File: src/rtl/fdma_arbiter_pkg.sv
// Shared types and default widths for the FDMA channel arbiter.
package fdma_arbiter_pkg;

  localparam int unsigned DEF_NCH     = 2;
  localparam int unsigned DEF_AW      = 32;
  localparam int unsigned DEF_DW      = 128;
  localparam int unsigned DEF_TIMEOUT = 65535;
  localparam int unsigned GNT_W       = 3;

  typedef enum logic {
    S_IDLE,
    S_BUSY
  } state_e;

endpackage

File: src/rtl/fdma_arbiter_if.sv
// FDMA-engine side of the arbiter: one write and one read packet port.
interface fdma_arbiter_if
  import fdma_arbiter_pkg::*;
#(
  parameter int unsigned AW = DEF_AW,
  parameter int unsigned DW = DEF_DW
);

  logic          pkg_wr_areq;
  logic [AW-1:0] pkg_wr_addr;
  logic [AW-1:0] pkg_wr_size;
  logic [DW-1:0] pkg_wr_data;
  logic          pkg_wr_en;
  logic          pkg_wr_last;

  logic          pkg_rd_areq;
  logic [AW-1:0] pkg_rd_addr;
  logic [AW-1:0] pkg_rd_size;
  logic [DW-1:0] pkg_rd_data;
  logic          pkg_rd_en;
  logic          pkg_rd_last;

  // Arbiter side issues requests and write data
  modport master (
    output pkg_wr_areq, pkg_wr_addr, pkg_wr_size, pkg_wr_data,
    input  pkg_wr_en, pkg_wr_last,
    output pkg_rd_areq, pkg_rd_addr, pkg_rd_size,
    input  pkg_rd_data, pkg_rd_en, pkg_rd_last
  );

  modport slave (
    input  pkg_wr_areq, pkg_wr_addr, pkg_wr_size, pkg_wr_data,
    output pkg_wr_en, pkg_wr_last,
    input  pkg_rd_areq, pkg_rd_addr, pkg_rd_size,
    output pkg_rd_data, pkg_rd_en, pkg_rd_last
  );

endinterface

File: src/rtl/fdma_arbiter_dir.sv
// One arbitration direction: pending latch, round-robin select, IDLE/BUSY FSM,
// grant watchdog and en/last demux towards the granted channel.
module fdma_arbiter_dir
  import fdma_arbiter_pkg::*;
#(
  parameter int unsigned NCH     = DEF_NCH,
  parameter int unsigned AW      = DEF_AW,
  parameter int unsigned TIMEOUT = DEF_TIMEOUT
) (
  input  logic              i_clk,
  input  logic              i_rst,
  input  logic [NCH-1:0]    i_ch_areq,
  input  logic [NCH*AW-1:0] i_ch_addr,
  input  logic [NCH*AW-1:0] i_ch_size,
  output logic [NCH-1:0]    o_ch_en,
  output logic [NCH-1:0]    o_ch_last,
  output logic              o_pkg_areq,
  output logic [AW-1:0]     o_pkg_addr,
  output logic [AW-1:0]     o_pkg_size,
  input  logic              i_pkg_en,
  input  logic              i_pkg_last,
  output logic              o_busy,
  output logic [GNT_W-1:0]  o_gnt_id,
  output logic              o_tmo_err
);

  localparam int unsigned CW = (TIMEOUT == 0) ? 1 : $clog2(TIMEOUT + 1);

  state_e           r_state;
  logic [NCH-1:0]   r_pend;
  logic [GNT_W-1:0] r_gnt;
  logic [GNT_W-1:0] r_rr;
  logic [CW-1:0]    r_cnt;
  logic             r_areq;
  logic [AW-1:0]    r_addr;
  logic [AW-1:0]    r_size;
  logic             r_tmo;

  logic             w_hit;
  logic [GNT_W-1:0] w_sel;
  int unsigned      w_idx;
  logic [NCH-1:0]   w_clr;
  logic [NCH-1:0]   w_pend_d;
  logic [NCH-1:0]   w_gnt_oh;
  logic [CW-1:0]    w_cnt_inc;
  logic             w_tmo;

  // First pending channel strictly after the last grant, wrapping around
  always_comb begin
    w_hit = 1'b0;
    w_sel = '0;
    w_idx = 0;
    for (int unsigned k = 0; k < NCH; k++) begin
      w_idx = (32'(r_rr) + k + 1) % NCH;
      if (!w_hit && (|(r_pend & (NCH'(1) << w_idx)))) begin
        w_hit = 1'b1;
        w_sel = GNT_W'(w_idx);
      end
    end
  end

  always_comb begin
    w_clr = '0;
    if (r_state == S_IDLE && w_hit) w_clr = NCH'(1) << w_sel;
    w_pend_d = (r_pend | i_ch_areq) & ~w_clr;
  end

  assign w_cnt_inc = (r_cnt == CW'(TIMEOUT)) ? r_cnt : r_cnt + CW'(1);
  assign w_tmo     = (TIMEOUT != 0) && (w_cnt_inc == CW'(TIMEOUT));

  always_ff @(posedge i_clk) begin
    if (i_rst) begin
      r_state <= S_IDLE;
      r_pend  <= '0;
      r_gnt   <= '0;
      r_rr    <= GNT_W'(NCH - 1);
      r_cnt   <= '0;
      r_areq  <= 1'b0;
      r_addr  <= '0;
      r_size  <= '0;
      r_tmo   <= 1'b0;
    end else begin
      r_pend <= w_pend_d;
      r_areq <= 1'b0;
      unique case (r_state)
        S_IDLE: begin
          if (w_hit) begin
            r_gnt   <= w_sel;
            r_rr    <= w_sel;
            r_addr  <= AW'(i_ch_addr >> (AW * w_sel));
            r_size  <= AW'(i_ch_size >> (AW * w_sel));
            r_areq  <= 1'b1;
            r_cnt   <= '0;
            r_state <= S_BUSY;
          end
        end
        S_BUSY: begin
          if (i_pkg_last) begin
            r_state <= S_IDLE;
          end else if (w_tmo) begin
            r_tmo   <= 1'b1;
            r_state <= S_IDLE;
          end else begin
            r_cnt <= w_cnt_inc;
          end
        end
      endcase
    end
  end

  assign o_busy     = (r_state == S_BUSY);
  assign w_gnt_oh   = NCH'(1) << r_gnt;
  assign o_ch_en    = (o_busy && i_pkg_en) ? w_gnt_oh : '0;
  assign o_ch_last  = (o_busy && i_pkg_last) ? w_gnt_oh : '0;
  assign o_pkg_areq = r_areq;
  assign o_pkg_addr = r_addr;
  assign o_pkg_size = r_size;
  assign o_gnt_id   = r_gnt;
  assign o_tmo_err  = r_tmo;

endmodule

File: src/rtl/fdma_arbiter.sv
// Shares one FDMA master among NCH channel controllers; write and read are
// arbitered independently, this level only adds the data mux/broadcast.
module fdma_arbiter
  import fdma_arbiter_pkg::*;
#(
  parameter int unsigned NCH     = DEF_NCH,
  parameter int unsigned AW      = DEF_AW,
  parameter int unsigned DW      = DEF_DW,
  parameter int unsigned TIMEOUT = DEF_TIMEOUT
) (
  input  logic              ui_clk,
  input  logic              ui_rst,
  input  logic [NCH-1:0]    ch_wr_areq,
  input  logic [NCH*AW-1:0] ch_wr_addr,
  input  logic [NCH*AW-1:0] ch_wr_size,
  input  logic [NCH*DW-1:0] ch_wr_data,
  output logic [NCH-1:0]    ch_wr_en,
  output logic [NCH-1:0]    ch_wr_last,
  input  logic [NCH-1:0]    ch_rd_areq,
  input  logic [NCH*AW-1:0] ch_rd_addr,
  input  logic [NCH*AW-1:0] ch_rd_size,
  output logic [NCH-1:0]    ch_rd_en,
  output logic [NCH-1:0]    ch_rd_last,
  output logic [DW-1:0]     ch_rd_data,
  fdma_arbiter_if.master    fdma,
  output logic              wr_busy,
  output logic              rd_busy,
  output logic [GNT_W-1:0]  wr_gnt_id,
  output logic [GNT_W-1:0]  rd_gnt_id,
  output logic              wr_tmo_err,
  output logic              rd_tmo_err
);

  fdma_arbiter_dir #(
    .NCH     (NCH),
    .AW      (AW),
    .TIMEOUT (TIMEOUT)
  ) u_wr (
    .i_clk      (ui_clk),
    .i_rst      (ui_rst),
    .i_ch_areq  (ch_wr_areq),
    .i_ch_addr  (ch_wr_addr),
    .i_ch_size  (ch_wr_size),
    .o_ch_en    (ch_wr_en),
    .o_ch_last  (ch_wr_last),
    .o_pkg_areq (fdma.pkg_wr_areq),
    .o_pkg_addr (fdma.pkg_wr_addr),
    .o_pkg_size (fdma.pkg_wr_size),
    .i_pkg_en   (fdma.pkg_wr_en),
    .i_pkg_last (fdma.pkg_wr_last),
    .o_busy     (wr_busy),
    .o_gnt_id   (wr_gnt_id),
    .o_tmo_err  (wr_tmo_err)
  );

  fdma_arbiter_dir #(
    .NCH     (NCH),
    .AW      (AW),
    .TIMEOUT (TIMEOUT)
  ) u_rd (
    .i_clk      (ui_clk),
    .i_rst      (ui_rst),
    .i_ch_areq  (ch_rd_areq),
    .i_ch_addr  (ch_rd_addr),
    .i_ch_size  (ch_rd_size),
    .o_ch_en    (ch_rd_en),
    .o_ch_last  (ch_rd_last),
    .o_pkg_areq (fdma.pkg_rd_areq),
    .o_pkg_addr (fdma.pkg_rd_addr),
    .o_pkg_size (fdma.pkg_rd_size),
    .i_pkg_en   (fdma.pkg_rd_en),
    .i_pkg_last (fdma.pkg_rd_last),
    .o_busy     (rd_busy),
    .o_gnt_id   (rd_gnt_id),
    .o_tmo_err  (rd_tmo_err)
  );

  // Idle write port shows zero rather than whatever channel was last granted
  assign fdma.pkg_wr_data = wr_busy ? DW'(ch_wr_data >> (DW * wr_gnt_id)) : '0;
  assign ch_rd_data       = fdma.pkg_rd_data;

endmodule

File: src/flat_wrapper.sv
// flat-port wrapper written by rule: the top's interface ports become plain ports
module fdma_arbiter_flat import fdma_arbiter_pkg::*;
#(
  parameter int unsigned NCH     = DEF_NCH,
  parameter int unsigned AW      = DEF_AW,
  parameter int unsigned DW      = DEF_DW,
  parameter int unsigned TIMEOUT = DEF_TIMEOUT
)
  (ui_clk, ui_rst, ch_wr_areq, ch_wr_addr, ch_wr_size, ch_wr_data, ch_wr_en, ch_wr_last, ch_rd_areq, ch_rd_addr, ch_rd_size, ch_rd_en, ch_rd_last, ch_rd_data, wr_busy, rd_busy, wr_gnt_id, rd_gnt_id, wr_tmo_err, rd_tmo_err, fdma_pkg_wr_areq, fdma_pkg_wr_addr, fdma_pkg_wr_size, fdma_pkg_wr_data, fdma_pkg_wr_en, fdma_pkg_wr_last, fdma_pkg_rd_areq, fdma_pkg_rd_addr, fdma_pkg_rd_size, fdma_pkg_rd_data, fdma_pkg_rd_en, fdma_pkg_rd_last);
  fdma_arbiter_if #(.AW(AW), .DW(DW)) fdma_i ();
  input  logic ui_clk;
  input  logic ui_rst;
  input  logic [NCH-1:0] ch_wr_areq;
  input  logic [NCH*AW-1:0] ch_wr_addr;
  input  logic [NCH*AW-1:0] ch_wr_size;
  input  logic [NCH*DW-1:0] ch_wr_data;
  output logic [NCH-1:0] ch_wr_en;
  output logic [NCH-1:0] ch_wr_last;
  input  logic [NCH-1:0] ch_rd_areq;
  input  logic [NCH*AW-1:0] ch_rd_addr;
  input  logic [NCH*AW-1:0] ch_rd_size;
  output logic [NCH-1:0] ch_rd_en;
  output logic [NCH-1:0] ch_rd_last;
  output logic [DW-1:0] ch_rd_data;
  output logic wr_busy;
  output logic rd_busy;
  output logic [GNT_W-1:0] wr_gnt_id;
  output logic [GNT_W-1:0] rd_gnt_id;
  output logic wr_tmo_err;
  output logic rd_tmo_err;
  output wire logic [$bits(fdma_i.pkg_wr_areq)-1:0] fdma_pkg_wr_areq;
  output wire logic [$bits(fdma_i.pkg_wr_addr)-1:0] fdma_pkg_wr_addr;
  output wire logic [$bits(fdma_i.pkg_wr_size)-1:0] fdma_pkg_wr_size;
  output wire logic [$bits(fdma_i.pkg_wr_data)-1:0] fdma_pkg_wr_data;
  input wire logic [$bits(fdma_i.pkg_wr_en)-1:0] fdma_pkg_wr_en;
  input wire logic [$bits(fdma_i.pkg_wr_last)-1:0] fdma_pkg_wr_last;
  output wire logic [$bits(fdma_i.pkg_rd_areq)-1:0] fdma_pkg_rd_areq;
  output wire logic [$bits(fdma_i.pkg_rd_addr)-1:0] fdma_pkg_rd_addr;
  output wire logic [$bits(fdma_i.pkg_rd_size)-1:0] fdma_pkg_rd_size;
  input wire logic [$bits(fdma_i.pkg_rd_data)-1:0] fdma_pkg_rd_data;
  input wire logic [$bits(fdma_i.pkg_rd_en)-1:0] fdma_pkg_rd_en;
  input wire logic [$bits(fdma_i.pkg_rd_last)-1:0] fdma_pkg_rd_last;
  assign fdma_pkg_wr_areq = fdma_i.pkg_wr_areq;
  assign fdma_pkg_wr_addr = fdma_i.pkg_wr_addr;
  assign fdma_pkg_wr_size = fdma_i.pkg_wr_size;
  assign fdma_pkg_wr_data = fdma_i.pkg_wr_data;
  assign fdma_i.pkg_wr_en = fdma_pkg_wr_en;
  assign fdma_i.pkg_wr_last = fdma_pkg_wr_last;
  assign fdma_pkg_rd_areq = fdma_i.pkg_rd_areq;
  assign fdma_pkg_rd_addr = fdma_i.pkg_rd_addr;
  assign fdma_pkg_rd_size = fdma_i.pkg_rd_size;
  assign fdma_i.pkg_rd_data = fdma_pkg_rd_data;
  assign fdma_i.pkg_rd_en = fdma_pkg_rd_en;
  assign fdma_i.pkg_rd_last = fdma_pkg_rd_last;
  fdma_arbiter #(.NCH(NCH), .AW(AW), .DW(DW), .TIMEOUT(TIMEOUT)) u_core (.ui_clk(ui_clk), .ui_rst(ui_rst), .ch_wr_areq(ch_wr_areq), .ch_wr_addr(ch_wr_addr), .ch_wr_size(ch_wr_size), .ch_wr_data(ch_wr_data), .ch_wr_en(ch_wr_en), .ch_wr_last(ch_wr_last), .ch_rd_areq(ch_rd_areq), .ch_rd_addr(ch_rd_addr), .ch_rd_size(ch_rd_size), .ch_rd_en(ch_rd_en), .ch_rd_last(ch_rd_last), .ch_rd_data(ch_rd_data), .fdma(fdma_i), .wr_busy(wr_busy), .rd_busy(rd_busy), .wr_gnt_id(wr_gnt_id), .rd_gnt_id(rd_gnt_id), .wr_tmo_err(wr_tmo_err), .rd_tmo_err(rd_tmo_err));
endmodule
File: config.mk
export PLATFORM = sky130hd
export DESIGN_NAME = fdma_arbiter_flat
export DESIGN_NICKNAME = d
export VERILOG_FILES = /design/src/rtl/fdma_arbiter_pkg.sv /design/src/rtl/fdma_arbiter_if.sv /design/src/rtl/fdma_arbiter_dir.sv /design/src/rtl/fdma_arbiter.sv /design/src/flat_wrapper.sv
export SDC_FILE = /design/constraint.sdc
export NUM_CORES = 1
export LEC_CHECK = 0
export ABC_CLOCK_PERIOD_IN_PS = 3300
export CAP_MARGIN = 20
export CORE_AREA = 8 8 409 411
export DETAILED_ROUTE_END_ITERATION = 7
export DIE_AREA = 0 0 417 419
export SYNTH_ARGS = -nofsm -noshare
export SYNTH_HDL_FRONTEND = slang
export SYNTH_SLANG_ARGS = --single-unit
File: constraint.sdc
create_clock -name ui_clk -period 3.3 [get_ports ui_clk]
set_input_delay 0.33 -clock ui_clk [delete_from_list [all_inputs] [get_ports ui_clk]]
set_output_delay 0.33 -clock ui_clk [all_outputs]
set_load 0.03 [all_outputs]
# == Word-level counts from Yosys, hierarchy flattened ==
# Cells that the tools add are included.
# totals
regBits,174
output_inout_bits,404
# op_classes
n_addsub,6
eq_ne,10
n_shift,13
muxes,33
bitwise_logic,14
reduce_logical,22
# op_table
op,n
>> shifter 256 x 8 -> 128 bit,1
>> shifter 64 x 6 -> 32 bit,4
two-way mux 128 bit,1
two-way mux 16 bit,8
equality test 16 bit (second input constant),4
one-hot mux 16 bit (2 select lines),2
adder 16 x 1 -> 16 bit (second input constant),2
<< shifter 1 x 1 -> 2 bit (first input constant),8
two-way mux 1 bit,14
bitwise AND 2 bit,6
two-way mux 2 bit,6
inequality test 2 bit (second input constant),6
AND reduction 3 bit,4
OR reduction 2 bit,6
logical AND 1 bit,8
adder 1 bit (second input constant),4
NOT 1 bit,4
NOT 2 bit,2
bitwise OR 2 bit,2
one-hot mux 1 bit (2 select lines),2
AND reduction 2 bit,2
logical NOT 1 bit,2

# == Longest topological paths before layout ==
# logic_depth
word_depth,12
ltp_mapped,11

# == Cells and area by module ==
# From an unflattened synthesis, not the netlist that was laid out.
# hier_totals
hier_cells,1226
area_unflattened_um2,10573.9
# modules_own_cells
mod,n_inst,cells_per_inst,area_each_um2,seq_area_each_um2
fdma_arbiter_dir (u_core.u_wr),1,404,3788.6,1741.7
fdma_arbiter_dir (u_core.u_rd),1,409,3772.4,1741.7
fdma_arbiter,1,413,3012.9,0.0

# == Worst setup path after synthesis ==
# No wires, ideal clock.
# synth_path
path_type,flip-flop to flip-flop
startpoint,register u_core.u_wr.r_cnt[1]
endpoint,register u_core.u_wr.r_cnt[14]
arrival_time_ns,2.692
required_time_ns,3.184
path_slack_ns,0.491
stages_incl_launch_ff,11
path_buffers,2
cell_sequence,dfxtp_1 -> ha_1 -> nand4_2 -> or4_1 -> clkbuf_2 -> nand2_1 -> o31a_2 -> o31ai_2 -> buf_6 -> or4_1 -> o211a_1
# synth_via
elab_chain_len,5
elab_cells_between_ends,9
classes_between,add/sub (1); eq/ne (3); mux (4); reduce/logical (1)
# synth_rtl
item,line,text
start: declaration,fdma_arbiter_dir.sv:33,logic [CW-1:0] r_cnt;
start signal: assignment,fdma_arbiter_dir.sv:104,r_cnt <= w_cnt_inc;
adder 16 x 1 -> 16 bit or equality test 16 bit (tied branches),fdma_arbiter_dir.sv:68,assign w_cnt_inc = (r_cnt == CW'(TIMEOUT)) ? r_cnt : r_cnt + CW'(1);
two-way mux 16 bit *,fdma_arbiter_dir.sv:68,
equality test 16 bit or two-way mux 16 bit (tied branches),"fdma_arbiter_dir.sv:69, fdma_arbiter_dir.sv:100",
inequality test 2 bit (no source line) or two-way mux 16 bit (tied branches),n/a,
AND reduction 3 bit (no source line) or one-hot mux 16 bit (2 select lines) (tied branches),n/a,
# Mark *: on every way between the ends. The rest lies on a longest branch, timed or not. The select of a mux whose other input is x is not followed.
# A chain may end at the register's enable or synchronous reset.

# == Worst setup path after layout ==
# layout_path
startpoint,register u_core.u_rd.r_cnt[0]
endpoint,register u_core.u_rd.r_cnt[10]
# layout_via
elab_chain_len,5
elab_cells_between_ends,9
classes_between,add/sub (1); eq/ne (3); mux (4); reduce/logical (1)
# layout_rtl
item,line
start: declaration,fdma_arbiter_dir.sv:33
start signal: assignment,fdma_arbiter_dir.sv:104
adder 16 x 1 -> 16 bit or equality test 16 bit (tied branches),fdma_arbiter_dir.sv:68
two-way mux 16 bit *,fdma_arbiter_dir.sv:68
equality test 16 bit or two-way mux 16 bit (tied branches),"fdma_arbiter_dir.sv:69, fdma_arbiter_dir.sv:100"
inequality test 2 bit (no source line) or two-way mux 16 bit (tied branches),n/a
AND reduction 3 bit (no source line) or one-hot mux 16 bit (2 select lines) (tied branches),n/a
# Marked as above.

==> results.yml <==
route:
  route.final.wire_length_mm: 118
  post-route-drc-count: 0
  drt_first_pass_iters: 8
  post_drt_via_cell_ratio: 3.15
  drt_iter0_markers: 1416
  routed_length_per_instance_um: 29.0
  route.vias.total: 12900
  drtAntennaViolNets: 0
finish:
  mostFrequentLayoutCell: "clkdlybuf4s50_1"
  layout.nets: 2548
  most-common-layout-cells: "clkdlybuf4s50_1 (705), nor2_1 (291), dfxtp_1 (173), buf_4 (166), a222oi_1 (128)"
  drive_above_1_share_pct: 15.1
  syn_to_final_growth_pct: 103
  final_core_utilization_pct: 13.0
  final_cell_count_no_fill: 4085
status:
  status: "complete, no violations"
die:
  design.die.area_um2: 175000
  die-width_um: 417
  initial_utilization_pct: 6.40
  num_io_pins: 1054
  core-area_um2: 161000
  dieHeight_um: 419
  rows: 148
timing:
  worst_clock_skew_ps: 14.9
  max_slew.worst_pin.slew_ps: 968
  hold_violations: 0
  grt_setup_unrepaired: "false"
  setup_viol: 0
  final.hold.worst_slack_ps: 323
  timing.slew.headroom_pct: 35.4
  slew_violations: 0
  min_period_ps: 3120
  final_min_period_over_clock_period_pct: 94.5
  max_freq_mhz: 321
  fin_tns_setup_ps: 0
global_routing:
  first_global_vias: 13000
  grt_start_max_net_pins: 112
  grtUsageTotal_pct: 12.7
  global_route.overflow_total: 0
  first_pass_grt_wire_length_mm: 143
  antenna_found_initial: 23
cts:
  cts_htree_levels: 4
  postCtsSetupBuffers: 0
  clock_tree.root_cell: "clkbuf_16"
  tritoncts: "done"
  insertion_delay_ps: 510
  clkTransAtPathRegs_ps: 70
  clockBufferDepth: 2
  tritoncts_num_sinks: 174
  cts_buf_count: 17
worst_setup_path:
  crit_path_max_fanout: 8
  reg2reg_to: "u_core.u_rd.r_cnt[10]"
  crit-reg2reg-launch: "u_core.u_rd.r_cnt[0]"
  timing.critical_path.from_type: "flop"
  setup.worst_path.class: "reg2reg"
  worst_setup_path_startpoint: "u_core.u_rd.r_cnt[0]"
  ff2ff_path_depth: 8
  setup.worst_path.end_class: "flop"
  r2r_setup_slack_ps: 180
  worstPathArrival_ps: 3510
  critPathRequiredTime_ps: 3690
hold_path:
  holdPathStages: 3
  hold_endpoint: "u_core.u_rd.o_tmo_err"
  worstHoldStart: "ui_rst"
  worst_min_path_class: "in2reg"
synth:
  post_synth_inst_count: 1237
  synth_warnings: 0
  synth.yosys.seq_area_share_pct: 33.8
  synth_async_sr_flop_share_pct: 0
  netlist.top_cell.by_area: "dfxtp_1"
  post_synth.cell_area_avg_um2: 8.34
  synth_largest_type_area_fraction_pct: 33.8
  post_synth_main_area_contributors: "dfxtp_1 (34%), mux2i_1 (13%), a222oi_1 (12%), nor2_1 (11%), buf_4 (9.6%)"
  synthDistinctLibCells: 72
  synth-main-ff-cell: "dfxtp_1"
  mappedNetlistArea_um2: 10300
  synth_enable_flop_cells: 0
  ys_seq_elements: 174
power_and_ir_drop:
  max_ir_drop_vdd_mv: 0.420
  total_chip_power_mw: 8.39
  power.leakage_nw: 7.08
  powerDensity_nw_per_um2: 401
placement:
  finalWeightedCongestion: 0.909
  buffer_ports.inserted: 793
  place.detailed.hpwl_mm: 105
  placed_cells_incl_taps: 4052
flow_run:
  max_cap_viol_count: 0
==> per-stage QoR <==
stage	area, µm²	setup WS (ps)
5_1_grt	20900	8.86
3_5_place_dp	20300	94.7
3_3_place_gp	20300	184
4_1_cts	20900	56.0
6_report	20900	180
2_1_floorplan	10300	491
==> cell usage after synthesis, types with 7 or more instances <==
library cell and count:
inv_1 17, clkbuf_1 77, dfxtp_1 174, nand2_1 38
o21ai_0 20, buf_1 20, a21oi_1 24, nor4_1 7
a211o_1 7, nand3_1 20, nor3_1 21, buf_2 8
buf_4 132, mux2i_1 130, nor2_1 291, a222oi_1 128
nand4_1 8
==> critical path, stage by stage, from the launching register on <==
cell and delay (ps):
dfxtp_1 460, ha_1 340, nand4_1 430, nor4_4 500, o21a_1 210, o22ai_1 90
nor4bb_1 420, o21ai_1 230, mux2_2 330
==> final cells by class <==
type,count,area [µm²]
sequential,174,3490
antenna,1,2.50
inverter,18,70.1
tap,2175,2720
timing repair buffer,877,8410
clock inverter,13,170
multi-input combinational,808,5630
fill,18400,140000
clock buffer,19,443
==> kinds of logic after synthesis <==
kind of cell / after synthesis / share of synthesized area (%)
and+or+nand+nor: 425 / 18.1
buffers and inverters: 258 / 14.4
DFF: 174 / 33.8
AOI/OAI and AO/OA: 243 / 20.4
other: 1 / 0.0364
xor gates and xnor gates: 2 / 0.170
adders and majority gates: 2 / 0.243
muxes: 132 / 12.8
==> how the worst max path moves through the flow <==
stage	cells past startpoint	end	slack [ps]
3_3_place_gp	8	u_core.u_wr.r_cnt[4]	180
4_1_cts	6	fdma_pkg_wr_data[9]	60
5_1_grt	8	u_core.u_rd.r_cnt[10]	9
6_report	8	u_core.u_rd.r_cnt[10]	180
3_5_place_dp	8	u_core.u_wr.r_cnt[15]	90
2_1_floorplan	10	u_core.u_wr.r_cnt[14]	490
==> timing repair <==
item,CTS,global route
gates resized for setup,0,5
hold buffers,0,0
endpoints found under the setup margin,0,25
==> power by group <==
group / internal, mW / switching (mW) / leakage, nW
registers: 2.28 / 0.152 / 1.42
clock network: 1.17 / 1.12 / 0.298
logic: 1.52 / 2.15 / 5.36
==> sequential cells by signal (all words and copies together) (netlist names), 2 cells and up <==
name,flops
u_core.u_rd.o_pkg_addr,32
u_core.u_rd.o_pkg_size,32
u_core.u_rd.r_cnt,16
u_core.u_rd.r_pend,2
u_core.u_wr.o_pkg_addr,32
u_core.u_wr.o_pkg_size,32
u_core.u_wr.r_cnt,16
u_core.u_wr.r_pend,2
==> routing by layer <==
metal | vias up | track usage (%) | share of wire, %
li1 | 5750 | - | -
met1 | 6220 | 9.58 | 26
met2 | 724 | 28.4 | 62
met3 | 155 | 4.84 | 8.4
met4 | 6 | 3.50 | 2.9
met5 | - | 0 | 0.035
Power figures use the tool's default switching activity.
